===== src/rtl/divide_pkg.sv =====
// Shared definitions for the RV32M divide unit: op encodings, FSM states,
// default operand width and small op-decoding helpers.
package divide_pkg;

  localparam int DIV_SIZE = 32;

  localparam logic [1:0] DIV_OP_DIV  = 2'b00;
  localparam logic [1:0] DIV_OP_DIVU = 2'b01;
  localparam logic [1:0] DIV_OP_REM  = 2'b10;
  localparam logic [1:0] DIV_OP_REMU = 2'b11;

  typedef enum logic [1:0] {
    IDLE   = 2'b00,
    CALC   = 2'b01,
    FINISH = 2'b10
  } div_state_e;

  // DIV and REM treat operands as two's complement; the U variants do not.
  function automatic logic op_is_signed(input logic [1:0] op);
    return ~op[0];
  endfunction

  function automatic logic op_is_rem(input logic [1:0] op);
    return op[1];
  endfunction

endpackage


===== src/rtl/arithmeticUnit.sv =====
// Ripple add/subtract unit: control = 1 computes operandA - operandB as
// operandA + ~operandB + 1, with carryOut = 1 meaning no borrow.
module arithmeticUnit #(
  parameter int SIZE = 32
) (
  input  logic [SIZE-1:0] operandA,
  input  logic [SIZE-1:0] operandB,
  input  logic            control,
  output logic [SIZE-1:0] result,
  output logic            carryOut
);

  logic [SIZE-1:0] b_eff_s;
  logic [SIZE:0]   sum_s;

  // Add or subtract depending on control.
  always_comb begin
    b_eff_s = {SIZE{1'b0}};
    if (control) begin
      b_eff_s = ~operandB;
    end else begin
      b_eff_s = operandB;
    end
    sum_s    = {1'b0, operandA} + {1'b0, b_eff_s} + {{SIZE{1'b0}}, control};
    result   = sum_s[SIZE-1:0];
    carryOut = sum_s[SIZE];
  end

endmodule


===== src/rtl/divide_unit.sv =====
// Multi-cycle RV32M divider (DIV/DIVU/REM/REMU): restoring division on operand
// magnitudes, one quotient bit per cycle, sign fix-up and result select at the end.
module divide_unit
  import divide_pkg::*;
#(
  parameter int SIZE = DIV_SIZE
) (
  input  logic            clk,
  input  logic            rstN,
  input  logic            start,
  input  logic [1:0]      op,
  input  logic [SIZE-1:0] operandA,
  input  logic [SIZE-1:0] operandB,
  output logic [SIZE-1:0] result,
  output logic            busy,
  output logic            done
);

  localparam int CNT_W = (SIZE > 1) ? $clog2(SIZE) : 1;
  localparam logic [CNT_W-1:0] CNT_LOAD = CNT_W'(SIZE - 1);

  div_state_e      state_q, state_d;
  logic [1:0]      op_q, op_d;
  logic [SIZE-1:0] q_q, q_d;
  logic [SIZE-1:0] dvs_q, dvs_d;
  logic [SIZE:0]   r_q, r_d;
  logic [CNT_W-1:0] cnt_q, cnt_d;
  logic            qneg_q, qneg_d;
  logic            rneg_q, rneg_d;
  logic [SIZE-1:0] result_q, result_d;
  logic            busy_q, busy_d;
  logic            done_q, done_d;

  logic            accept_s;
  logic            a_neg_s, b_neg_s;
  logic [SIZE-1:0] abs_a_s, abs_b_s;
  logic            div_zero_s, overflow_s;
  logic [SIZE:0]   r_shift_s;
  logic [SIZE:0]   trial_s;
  logic            no_borrow_s;
  logic [SIZE-1:0] q_fix_s, rem_fix_s;

  // The done cycle is spent in IDLE, so start is masked there explicitly.
  assign accept_s = (state_q == IDLE) && start && !done_q;

  // Shifting the whole R drops its top bit, which is always 0 after a restore step.
  assign r_shift_s = (r_q << 1) | {{SIZE{1'b0}}, q_q[SIZE-1]};

  arithmeticUnit #(
    .SIZE(SIZE + 1)
  ) u_trial_sub (
    .operandA(r_shift_s),
    .operandB({1'b0, dvs_q}),
    .control (1'b1),
    .result  (trial_s),
    .carryOut(no_borrow_s)
  );

  // Operand magnitudes and special-case detection for the accept cycle.
  always_comb begin
    a_neg_s    = op_is_signed(op) & operandA[SIZE-1];
    b_neg_s    = op_is_signed(op) & operandB[SIZE-1];
    abs_a_s    = operandA;
    abs_b_s    = operandB;
    if (a_neg_s) begin
      abs_a_s = ~operandA + SIZE'(1);
    end else begin
      abs_a_s = operandA;
    end
    if (b_neg_s) begin
      abs_b_s = ~operandB + SIZE'(1);
    end else begin
      abs_b_s = operandB;
    end
    div_zero_s = (operandB == {SIZE{1'b0}});
    overflow_s = op_is_signed(op)
                 && (operandA == {1'b1, {(SIZE-1){1'b0}}})
                 && (operandB == {SIZE{1'b1}});
  end

  // Sign correction of the finished quotient and remainder.
  always_comb begin
    q_fix_s   = q_q;
    rem_fix_s = r_q[SIZE-1:0];
    if (qneg_q) begin
      q_fix_s = ~q_q + SIZE'(1);
    end else begin
      q_fix_s = q_q;
    end
    if (rneg_q) begin
      rem_fix_s = ~r_q[SIZE-1:0] + SIZE'(1);
    end else begin
      rem_fix_s = r_q[SIZE-1:0];
    end
  end

  // Next-state and datapath update.
  always_comb begin
    state_d  = state_q;
    op_d     = op_q;
    q_d      = q_q;
    dvs_d    = dvs_q;
    r_d      = r_q;
    cnt_d    = cnt_q;
    qneg_d   = qneg_q;
    rneg_d   = rneg_q;
    result_d = result_q;
    busy_d   = busy_q;
    done_d   = 1'b0;

    case (state_q)
      IDLE: begin
        if (accept_s) begin
          op_d   = op;
          busy_d = 1'b1;
          if (div_zero_s || overflow_s) begin
            // Special results go straight into the quotient/remainder registers.
            state_d = FINISH;
            qneg_d  = 1'b0;
            rneg_d  = 1'b0;
            dvs_d   = {SIZE{1'b0}};
            cnt_d   = {CNT_W{1'b0}};
            if (div_zero_s) begin
              q_d = {SIZE{1'b1}};
              r_d = {1'b0, operandA};
            end else begin
              q_d = operandA;
              r_d = {(SIZE+1){1'b0}};
            end
          end else begin
            state_d = CALC;
            q_d     = abs_a_s;
            dvs_d   = abs_b_s;
            qneg_d  = a_neg_s ^ b_neg_s;
            rneg_d  = a_neg_s;
            r_d     = {(SIZE+1){1'b0}};
            cnt_d   = CNT_LOAD;
          end
        end else begin
          if (done_q) begin
            busy_d = 1'b0;
          end else begin
            busy_d = busy_q;
          end
        end
      end
      CALC: begin
        if (no_borrow_s) begin
          r_d = trial_s;
        end else begin
          r_d = r_shift_s;
        end
        q_d = {q_q[SIZE-2:0], no_borrow_s};
        if (cnt_q == {CNT_W{1'b0}}) begin
          state_d = FINISH;
        end else begin
          cnt_d = cnt_q - CNT_W'(1);
        end
      end
      FINISH: begin
        if (op_is_rem(op_q)) begin
          result_d = rem_fix_s;
        end else begin
          result_d = q_fix_s;
        end
        done_d  = 1'b1;
        state_d = IDLE;
      end
      default: begin
        state_d = IDLE;
      end
    endcase
  end

  // State and datapath registers.
  always_ff @(posedge clk or negedge rstN) begin
    if (!rstN) begin
      state_q  <= IDLE;
      op_q     <= 2'b00;
      q_q      <= {SIZE{1'b0}};
      dvs_q    <= {SIZE{1'b0}};
      r_q      <= {(SIZE+1){1'b0}};
      cnt_q    <= {CNT_W{1'b0}};
      qneg_q   <= 1'b0;
      rneg_q   <= 1'b0;
      result_q <= {SIZE{1'b0}};
      busy_q   <= 1'b0;
      done_q   <= 1'b0;
    end else begin
      state_q  <= state_d;
      op_q     <= op_d;
      q_q      <= q_d;
      dvs_q    <= dvs_d;
      r_q      <= r_d;
      cnt_q    <= cnt_d;
      qneg_q   <= qneg_d;
      rneg_q   <= rneg_d;
      result_q <= result_d;
      busy_q   <= busy_d;
      done_q   <= done_d;
    end
  end

  assign result = result_q;
  assign busy   = busy_q;
  assign done   = done_q;

endmodule


===== config.mk =====
export PLATFORM = sky130hd
export DESIGN_NAME = divide_unit
export DESIGN_NICKNAME = d
export VERILOG_FILES = /design/src/rtl/divide_pkg.sv /design/src/rtl/arithmeticUnit.sv /design/src/rtl/divide_unit.sv
export SDC_FILE = /design/constraint.sdc
export NUM_CORES = 1
export LEC_CHECK = 0
export BUFFER_PORTS_ARGS = -buffer_cell sky130_fd_sc_hd__buf_2
export CAP_MARGIN = 15
export CORE_MARGIN = 2
export CORE_UTILIZATION = 30
export DETAILED_ROUTE_END_ITERATION = 10
export GPL_ROUTABILITY_DRIVEN = 0
export GPL_TIMING_DRIVEN = 0
export PLACE_DENSITY_LB_ADDON = 0.25
export SLEW_MARGIN = 20
export SYNTH_ARGS = -nofsm -noshare
export SYNTH_HDL_FRONTEND = slang
export SYNTH_HIERARCHICAL = 1
export SYNTH_SLANG_ARGS = --single-unit

===== constraint.sdc =====
create_clock -name clk -period 5.35 [get_ports clk]
set_clock_uncertainty 0.15 [all_clocks]
set_input_delay 0.2675 -clock clk [delete_from_list [all_inputs] [get_ports clk]]
set_output_delay 0.2675 -clock clk [all_outputs]
set_load 0.005 [all_outputs]

==> metrics.md, run 1 <==
| Metric | Value |
|---|---|
| Clock group share of total power | `0.141` |
| Die ar. | `roughly 40000 um2` |
| Clock buffer count from CTS | `17` |
| H-tree levels | `4` |
| Worst Tran Pin Value | `962 ps` |
| Avg Cell Area, Syn | `between 8 and 9 um2` |
| Largest net degree at the start of global routing | `78` |
| Initial Util | `0.305` |
| Setup ws final | `785 ps` |
| Final period utilization | `0.853` |
| Sequential power share | `0.251` |
| TritonCTS clock tree | `yes` |
| HPWL Detailed | `approximately 34000 um` |
| Final Max Tran Viols | `0` |
| Placed Area | `between 10000 and 15000 um2` |
| Via density | `5.41` |
| Total track usage | `0.209` |
| Design Area, Final | `13400 um2` |
| Internal | `approximately 4400 uW` |
| Logic pwr share | `0.609` |
| CTS root buf | `clkbuf_16` |
| Fillcell total | `about 4000` |
| DRT Pass-1 Iters | `5` |
| P&R area growth vs syn | `16.7%` |
| Cell Rows | `~70` |
| Bufs on Longest Clock Path | `2` |
| Final Hold Slack | `between 10 and 15 ps` |
| Critical path type | `reg -> reg` |
| Mapped cell area | `11500 um2` |
| Synth Warn # | `6` |
| Worst slack, placed | `782 ps` |
| Net Sw Power | `4360 uW` |
| Initial antenna violation count | `2` |
| Via count | `~11000` |
| Die width | `around 200 um` |
| Die height | `around 200 um` |
| IO Count | `between 100 and 150` |
| Multi-input logic area | `around 7500 um2` |
| Power Dens Cells | `~650 nW/um2` |
| Fin nets | `approximately 1700` |
| Ratio of cells with drive above 1 in the final layout | `0.112` |
| Status | `finished, final reports clean` |
| Core area | `roughly 38000 um2` |
| First-pass GRT wire length | `about 63000 um` |
| Routed WL | `approximately 42000 um` |
| Max Fanout on Critical Path | `10` |
| Fin. Hold Viols | `0` |
| CTS sink cnt | `140` |
| Routed wire per std cell | `20.1 um` |
| Hold_buf cts | `13` |
| # setup viols final | `0` |
| Clk slew on worst S/H paths | `roughly 70 ps` |
| Final setup TNS | `0 ps` |
| Routed Antenna Nets | `0` |
| Slew margin rel. | `0.359` |
| Max VDD drop | `roughly 0.20 mV` |
| Arr. time, crit path | `around 4800 ps` |
| Postcts setup bufs | `0` |
| Worst hold path class | `in -> reg` |
| RSZ-0062 raised after global routing | `false` |
| FMAX | `0.219 GHz` |
| Post-synthesis net count | `around 1500` |
| Startpoint type of the worst setup path | `flip-flop` |
| Max-cap violation count | `0` |
| Worst EP required | `~5600 ps` |
| Congestion Overflow GR | `0` |
| Switching Share | `0.499` |
| Post-Syn Instances | `roughly 1400` |
| Clock Latency Late Sink | `440 ps` |
| Starting DRT DRC Count | `~780` |
| Post-CTS Resized | `0` |
| CP endpoint kind | `flip-flop` |
| Period minus WS final | `4560 ps` |
| Register area | `~3500 um2` |
| Vias in the first global route | `10838` |
| DRC violations left | `0` |
| I/O Buffers | `between 100 and 150` |
| Static Leak | `between 0.005 and 0.006 uW` |
==> per-stage QoR <==
stage,power (uW),std cells,util
2_1_floorplan,5870,1410,-
3_3_place_gp,7330,2022,0.335
3_5_place_dp,7430,2023,0.336
4_1_cts,8680,2068,0.355
5_1_grt,9460,2070,0.355
6_report,8730,2071,0.355
==> registers in the layout (all words and copies together), names as in the netlist, 2 cells and up <==
name,flops
r_q,32
state_q,2
dvs_q,32
q_q,32
cnt_q,5
result,32
==> cells in the final DEF (no fill, tap or decap), drive strengths merged, types with 7 or more instances in the layout <==
master and n:
a211oi 44, a21o 10, a21oi 89, a221o 22
a31oi 38, and3 19, buf 118, clkbuf 95
dfrtp 140, dlygate4sd3 13, ha 39, inv 23
mux2 8, nand2 163, nand2b 20, nand3 58
nand4 14, nor2 63, nor2b 37, nor3 29
nor4 17, o21a 7, o21ai 133, o221ai 9
o31ai 37, o41ai 11, or3 29, or4 14
xnor2 59, xor2 103
==> power by group through the flow <==
| stage | Clock (uW) | Sequential (uW) | Combinational [uW] |
|---|---|---|---|
| after floorplan | 0 | 1910 | 3960 |
| after global placement | 0 | 2170 | 5160 |
| after detailed placement | 0 | 2190 | 5240 |
| after CTS | 1240 | 2170 | 5270 |
| after global routing | 1290 | 2250 | 5930 |
| final | 1230 | 2190 | 5310 |
==> layer usage <==
metal,wire (um),global-route usage,share of wire,vias up
met5,0,0,0,-
met4,899,0.0664,0.022,0
met3,1810,0.0235,0.043,46
met2,20000,0.355,0.48,327
met1,18900,0.277,0.46,5352
li1,-,-,-,5479
==> critical path, cell delays in order, from the launching register on <==
cell	delay, ps
dfrtp_1	500
ha_1	460
nand4_1	220
or3_1	440
nor4_1	380
and3_1	220
a211oi_2	60
o21ai_0	250
clkbuf_1	420
clkbuf_1	480
clkbuf_1	510
a211oi_1	200
a31oi_1	180
==> area by class of cell <==
class                           instances  area share
Timing Repair Buffer                  115      0.0503
Inverter                               19     0.00533
Multi-Input combinational cell       1158       0.562
Sequential cell                       140       0.262
Antenna cell                            3    0.000561
Clock inverter                         14      0.0119
Buffer                                 93      0.0280
Tap cell                              511      0.0478
Clock buffer                           18      0.0328
==> worst paths after layout <==
kind	from	to	depth (start not counted)	slack (ps)
worst max-delay path	r_q[20]$_DFFE_PN0P_	r_q[28]$_DFFE_PN0P_	12	790
worst min-delay path	operandA[26]	r_q[26]$_DFFE_PN0P_	3	10
worst max register to register	r_q[20]$_DFFE_PN0P_	r_q[28]$_DFFE_PN0P_	12	790
worst min register to register	result[4]$_DFFE_PN0P_	result[4]$_DFFE_PN0P_	2	320
max in group asynchronous	rstN	dvs_q[26]$_DFFE_PN0P_	3	4030
min in group asynchronous	rstN	result[30]$_DFFE_PN0P_	2	250
No activity file was read; power rests on OpenSTA's default activity.
==> run 2, diff against run 1 <==
- CORE_UTILIZATION: 30 -> 45
==> metrics.md, run 2 (same netlist as run 1, synthesis figures left out) <==
| Metric | Value |
|---|---|
| Worst EP required | `5550 ps (about the same)` |
| First-pass GRT wire length | `57800 um (-8.3%)` |
| Final Max Tran Viols | `0 (unchanged)` |
| Fin cells | `1879 (-9.3%)` |
| Power Dens Cells | `665 nW/um2 (+1.9%)` |
| Fin. Hold Viols | `0 (unchanged)` |
| Hold_buf cts | `5 (-8)` |
| Clk slew on worst S/H paths | `60 ps (about the same)` |
| Die ar. | `26800 um2 (-33%)` |
| Core area | `25100 um2 (-33%)` |
| CTS root buf | `clkbuf_16` |
| RSZ-0062 raised after global routing | `false` |
| Status | `finished, final reports clean` |
| Worst Hold Path EP | `dvs_q[0]$_DFFE_PN0P_` |
| Placed Instances | `1842 (-8.9%)` |
| CP Cell Sequence | `ha_1 -> nand4_1 -> or3_1 -> nor4_1 -> and3_1 -> a211oi_2 -> o21ai_0 -> clkbuf_1 -> clkbuf_1 -> clkbuf_1 -> a211oi_1 -> a31oi_1` |
| CP max-delay cell | `clkbuf_1` |
| H-tree levels | `4 (unchanged)` |
| Static Leak | `0.00541 uW (-0.47%)` |
| Clock buffer count from CTS | `17 (unchanged)` |
| Vias in the first global route | `10626 (-2.0%)` |
| Commonest non-fill, non-tap cell in the layout | `nand2_1` |
| Multi-input logic area | `7520 um2 (unchanged)` |
| Starting DRT DRC Count | `1065 (+37%)` |
| Reg-to-reg startpoint | `r_q[20]$_DFFE_PN0P_` |
| Max incr delay on CP | `520 ps (about the same)` |
| Slew margin rel. | `0.380 (+0.0212)` |
| Die width | `164 um (-18%)` |
| P&R area growth vs syn | `14.1%` |
| Max Fanout on Critical Path | `10 (unchanged)` |
| Initial antenna violation count | `1 (-1)` |
| Startpoint type of the worst setup path | `flip-flop` |
| FMAX | `0.217 GHz (-1.1%)` |
| HPWL Detailed | `30100 um (-11%)` |
| Reg2reg end | `r_q[25]$_DFFE_PN0P_` |
| # setup viols final | `0 (unchanged)` |
| Worst hold path class | `in -> reg` |
| Period minus WS final | `4620 ps (+52.3 ps)` |
| DRC violations left | `0 (unchanged)` |
| FF-to-FF path depth | `12 (unchanged)` |
| Via density | `6.05 (+12%)` |
| Final period utilization | `0.863 (+0.00978)` |
| Critical path type | `reg -> reg` |
| Reg2Reg Setup Slack | `730 ps (-50 ps)` |
| Most frequent cells in the layout | `nand2_1 (163), dfrtp_1 (140), o21ai_0 (129)` |
| Routed WL | `37800 um (-9.2%)` |
| Fillcell total | `2461 (-38%)` |
| Postcts setup bufs | `0 (unchanged)` |
| Bufs on Longest Clock Path | `2 (unchanged)` |
| Clock Latency Late Sink | `430 ps (about the same)` |
| Cell mode on critical path | `clkbuf_1` |
| Final Hold Slack | `0.477 ps (-11.5 ps)` |
| Max-cap violation count | `0 (unchanged)` |
| Largest net degree at the start of global routing | `75 (-3.8%)` |
| Post-CTS Resized | `0 (unchanged)` |
| I/O Buffers | `101 (unchanged)` |
| Routed Antenna Nets | `0 (unchanged)` |
| Initial Util | `0.457 (+0.152)` |
| IO Count | `103 (unchanged)` |
| Fin nets | `1645 (-0.48%)` |
| Arr. time, crit path | `4810 ps (+30 ps)` |
| HP Start | `operandB[0]` |
| Die height | `164 um (-18%)` |
| Register area | `3500 um2 (unchanged)` |
| CTS sink cnt | `140 (unchanged)` |
| CP endpoint kind | `flip-flop` |
| Cell Rows | `58 (-18%)` |
| Ratio of cells with drive above 1 in the final layout | `0.112 (+0.000577)` |
| Pwr Total | `8700 uW (-0.36%)` |
| Final setup TNS | `0 ps (unchanged)` |
| Routed wire per std cell | `20.1 um (about the same)` |
| Via count | `11375 (+1.5%)` |
| Max VDD drop | `0.245 mV (+26%)` |
| TritonCTS clock tree | `yes` |
| Hold Crit Depth | `3 (unchanged)` |
| Congestion Overflow GR | `0 (unchanged)` |
| N_diodes | `0 (-3)` |
| DRT Pass-1 Iters | `6 (+1)` |
| Worst Tran Pin Value | `930 ps (-31.8 ps)` |
| Layout Utilization | `0.521 (+0.166)` |
| Total track usage | `0.281 (+0.0724)` |
==> run 2: cell type report <==
type                    instances  share of cell area
multi-input cells            1158               0.575
flip-flops and latches        140               0.268
repair buffers                107              0.0453
clock buffers                  17              0.0325
well taps                     330              0.0315
plain buffers                  93              0.0287
clock inverters                15              0.0143
inverters                      19             0.00545
==> run 2: how the worst max path moves through the flow <==
stage / from / endpoint / depth (start not counted)
2_1_floorplan: dvs_q[20]$_DFFE_PN0P_ / r_q[10]$_DFFE_PN0P_ / 14
3_3_place_gp: r_q[20]$_DFFE_PN0P_ / r_q[30]$_DFFE_PN0P_ / 12
3_5_place_dp: r_q[21]$_DFFE_PN0P_ / r_q[25]$_DFFE_PN0P_ / 12
4_1_cts: r_q[21]$_DFFE_PN0P_ / r_q[25]$_DFFE_PN0P_ / 12
5_1_grt: r_q[21]$_DFFE_PN0P_ / r_q[25]$_DFFE_PN0P_ / 12
6_report: r_q[20]$_DFFE_PN0P_ / r_q[25]$_DFFE_PN0P_ / 12
==> run 2: through the flow <==
| stage | setup slack, ps | instance area [um2] |
|---|---|---|
| after global placement | 827 | 12400 |
| after detailed placement | 829 | 12400 |
| after floorplan | 1890 | 11500 |
| final | 733 | 13100 |
| after CTS | 757 | 13100 |
| after global routing | 507 | 13100 |
==> run 2: where the power goes <==
| part | internal (uW) | switching (uW) | leakage [uW] |
|---|---|---|---|
| combinational | 2150 | 3150 | 0.00336 |
| clock | 741 | 504 | 0.000296 |
| sequential | 1510 | 644 | 0.00175 |
| total | 4410 | 4290 | 0.00541 |
==> run 2: critical path: cells and delay by family (launching register included) <==
kind,cells,cell delay (ps)
buffers and inverters,3,1420
and+or+nand+nor,4,1290
AOI/OAI and AO/OA,4,690
DFF,1,510
adders and majority gates,1,470
==> run 2: layer usage <==
layer,vias to the layer above,GRT usage,part of all wire
met1,5310,0.366,0.42
met5,-,0,0.00019
met4,2,0.120,0.037
met3,86,0.0373,0.072
met2,507,0.470,0.47
li1,5470,-,-
==> run 3, diff against run 2 <==
- CORE_UTILIZATION: 45 -> 65
==> metrics.md, run 3 (same netlist as run 1, synthesis figures left out) <==
| Metric | Value |
|---|---|
| Max-cap violation count | `0 (unchanged)` |
| Worst EP required | `5550 ps (about the same)` |
| Slew margin rel. | `0.480 (+0.100)` |
| Routed WL | `39000 um (+3.3%)` |
| Worst hold path class | `in -> reg` |
| IO Count | `103 (unchanged)` |
| FMAX | `0.212 GHz (-2.1%)` |
| Total track usage | `0.420 (+0.139)` |
| Fillcell total | `1327 (-46%)` |
| Clock Latency Late Sink | `440 ps (about the same)` |
| Bufs on Longest Clock Path | `2 (unchanged)` |
| Vias in the first global route | `11161 (+5.0%)` |
| Post-CTS Resized | `0 (unchanged)` |
| Critical path type | `reg -> reg` |
| CP endpoint kind | `flip-flop` |
| Max Fanout on Critical Path | `10 (unchanged)` |
| Routed wire per std cell | `22.0 um (+9.5%)` |
| Die height | `137 um (-16%)` |
| Worst slack, placed | `890 ps (+60.6 ps)` |
| Fin. Hold Viols | `0 (unchanged)` |
| Via density | `6.98 (+15%)` |
| First-pass GRT wire length | `60100 um (+4.0%)` |
| Largest net degree at the start of global routing | `77 (+2.7%)` |
| Most frequent cells in the layout | `nand2_1 (163), dfrtp_1 (140), o21ai_0 (129)` |
| Die width | `137 um (-16%)` |
| N_diodes | `0 (unchanged)` |
| Cell Rows | `48 (-17%)` |
| H-tree levels | `4 (unchanged)` |
| Initial Util | `0.663 (+0.206)` |
| DRC violations left | `0 (unchanged)` |
| I/O Buffers | `101 (unchanged)` |
| Power Dens Cells | `685 nW/um2 (+3.0%)` |
| Via count | `12367 (+8.7%)` |
| RSZ-0062 raised after global routing | `false` |
| Starting DRT DRC Count | `1835 (+72%)` |
| Startpoint type of the worst setup path | `flip-flop` |
| Arr. time, crit path | `4910 ps (+100 ps)` |
| Initial antenna violation count | `0 (-1)` |
| Status | `finished, final reports clean` |
| Die ar. | `18700 um2 (-30%)` |
| Max VDD drop | `0.318 mV (+30%)` |
| Final setup TNS | `0 ps (unchanged)` |
| Routed Antenna Nets | `0 (unchanged)` |
| Clk slew on worst S/H paths | `70 ps (about the same)` |
| Worst Tran Pin Value | `780 ps (-150 ps)` |
| Clock buffer count from CTS | `17 (unchanged)` |
| HPWL Detailed | `29600 um (-1.7%)` |
| Static Leak | `0.00540 uW (-0.24%)` |
| Reg2Reg Setup Slack | `630 ps (-100 ps)` |
| Commonest non-fill, non-tap cell in the layout | `nand2_1` |
| P&R area growth vs syn | `12.8%` |
| Period minus WS final | `4720 ps (+101 ps)` |
| Fin nets | `1645 (unchanged)` |
| TritonCTS clock tree | `yes` |
| Final period utilization | `0.882 (+0.0188)` |
| # setup viols final | `0 (unchanged)` |
| CTS sink cnt | `140 (unchanged)` |
| DRT Pass-1 Iters | `8 (+2)` |
| Final Max Tran Viols | `0 (unchanged)` |
| Congestion Overflow GR | `0 (unchanged)` |
| Setup ws final | `632 ps (-101 ps)` |
| CTS root buf | `clkbuf_16` |
| Ratio of cells with drive above 1 in the final layout | `0.111 (-0.00122)` |
| Core area | `17300 um2 (-31%)` |
==> run 3: metrics by stage <==
step | hold WS, ps | std cells | power [uW] | cell area, um2 | util
finish | 11.1 | 1773 | 8860 | 12900 | 0.748
global route | 16.8 | 1773 | 9420 | 12900 | 0.748
CTS | 2.27 | 1773 | 8630 | 12900 | 0.748
detailed placement | 149 | 1737 | 7360 | 12300 | 0.711
global placement | 310 | 1736 | 7170 | 12300 | 0.709
floorplan | -178 | 1410 | 5870 | 11500 | -
==> run 3: final timing paths <==
| kind | start | endpoint | depth (start not counted) |
|---|---|---|---|
| max | dvs_q[20]$_DFFE_PN0P_ | r_q[30]$_DFFE_PN0P_ | 14 |
| min | operandA[0] | r_q[0]$_DFFE_PN0P_ | 3 |
| max reg2reg | dvs_q[20]$_DFFE_PN0P_ | r_q[30]$_DFFE_PN0P_ | 14 |
| min reg2reg | result[6]$_DFFE_PN0P_ | result[6]$_DFFE_PN0P_ | 2 |
| max in group asynchronous | rstN | state_q[1]$_DFFE_PN0P_ | 3 |
| min in group asynchronous | rstN | dvs_q[17]$_DFFE_PN0P_ | 2 |
==> run 3: timing repair <==
action                    in CTS  in global routing
setup buffers                  0                  0
hold endpoints to repair      79                  0
hold buffers                   5                  0
==> run 3: cell type report <==
type / count / area [um2] / area share
plain buffers: 93 / 375 / 0.0290
clock buffers: 18 / 429 / 0.0332
clock inverters: 13 / 166 / 0.0129
inverters: 19 / 71.3 / 0.00551
multi-input cells: 1158 / 7520 / 0.581
flip-flops and latches: 140 / 3500 / 0.271
well taps: 225 / 282 / 0.0218
repair buffers: 107 / 593 / 0.0458
==> run 3: layer usage <==
layer	share of wire	vias to the layer above	track usage
li1	-	5477	-
met1	0.38	5729	0.562
met2	0.42	934	0.614
met3	0.14	227	0.139
met4	0.054	0	0.200
met5	0	-	0
==> run 3: critical path, stage by stage (launching register included) <==
cell	delay (ps)
dfrtp_1	390
xor2_1	240
ha_1	160
buf_2	200
nand4_1	190
or3_1	440
nor4_1	490
and3_1	240
a211oi_2	60
o21ai_0	250
clkbuf_1	410
clkbuf_1	500
clkbuf_1	550
a211oi_1	180
a31oi_1	180
==> run 3: power breakdown <==
group	total [uW]	switching [uW]	internal, uW
clock network	1230	494	734
logic	5440	3290	2150
registers	2190	672	1510
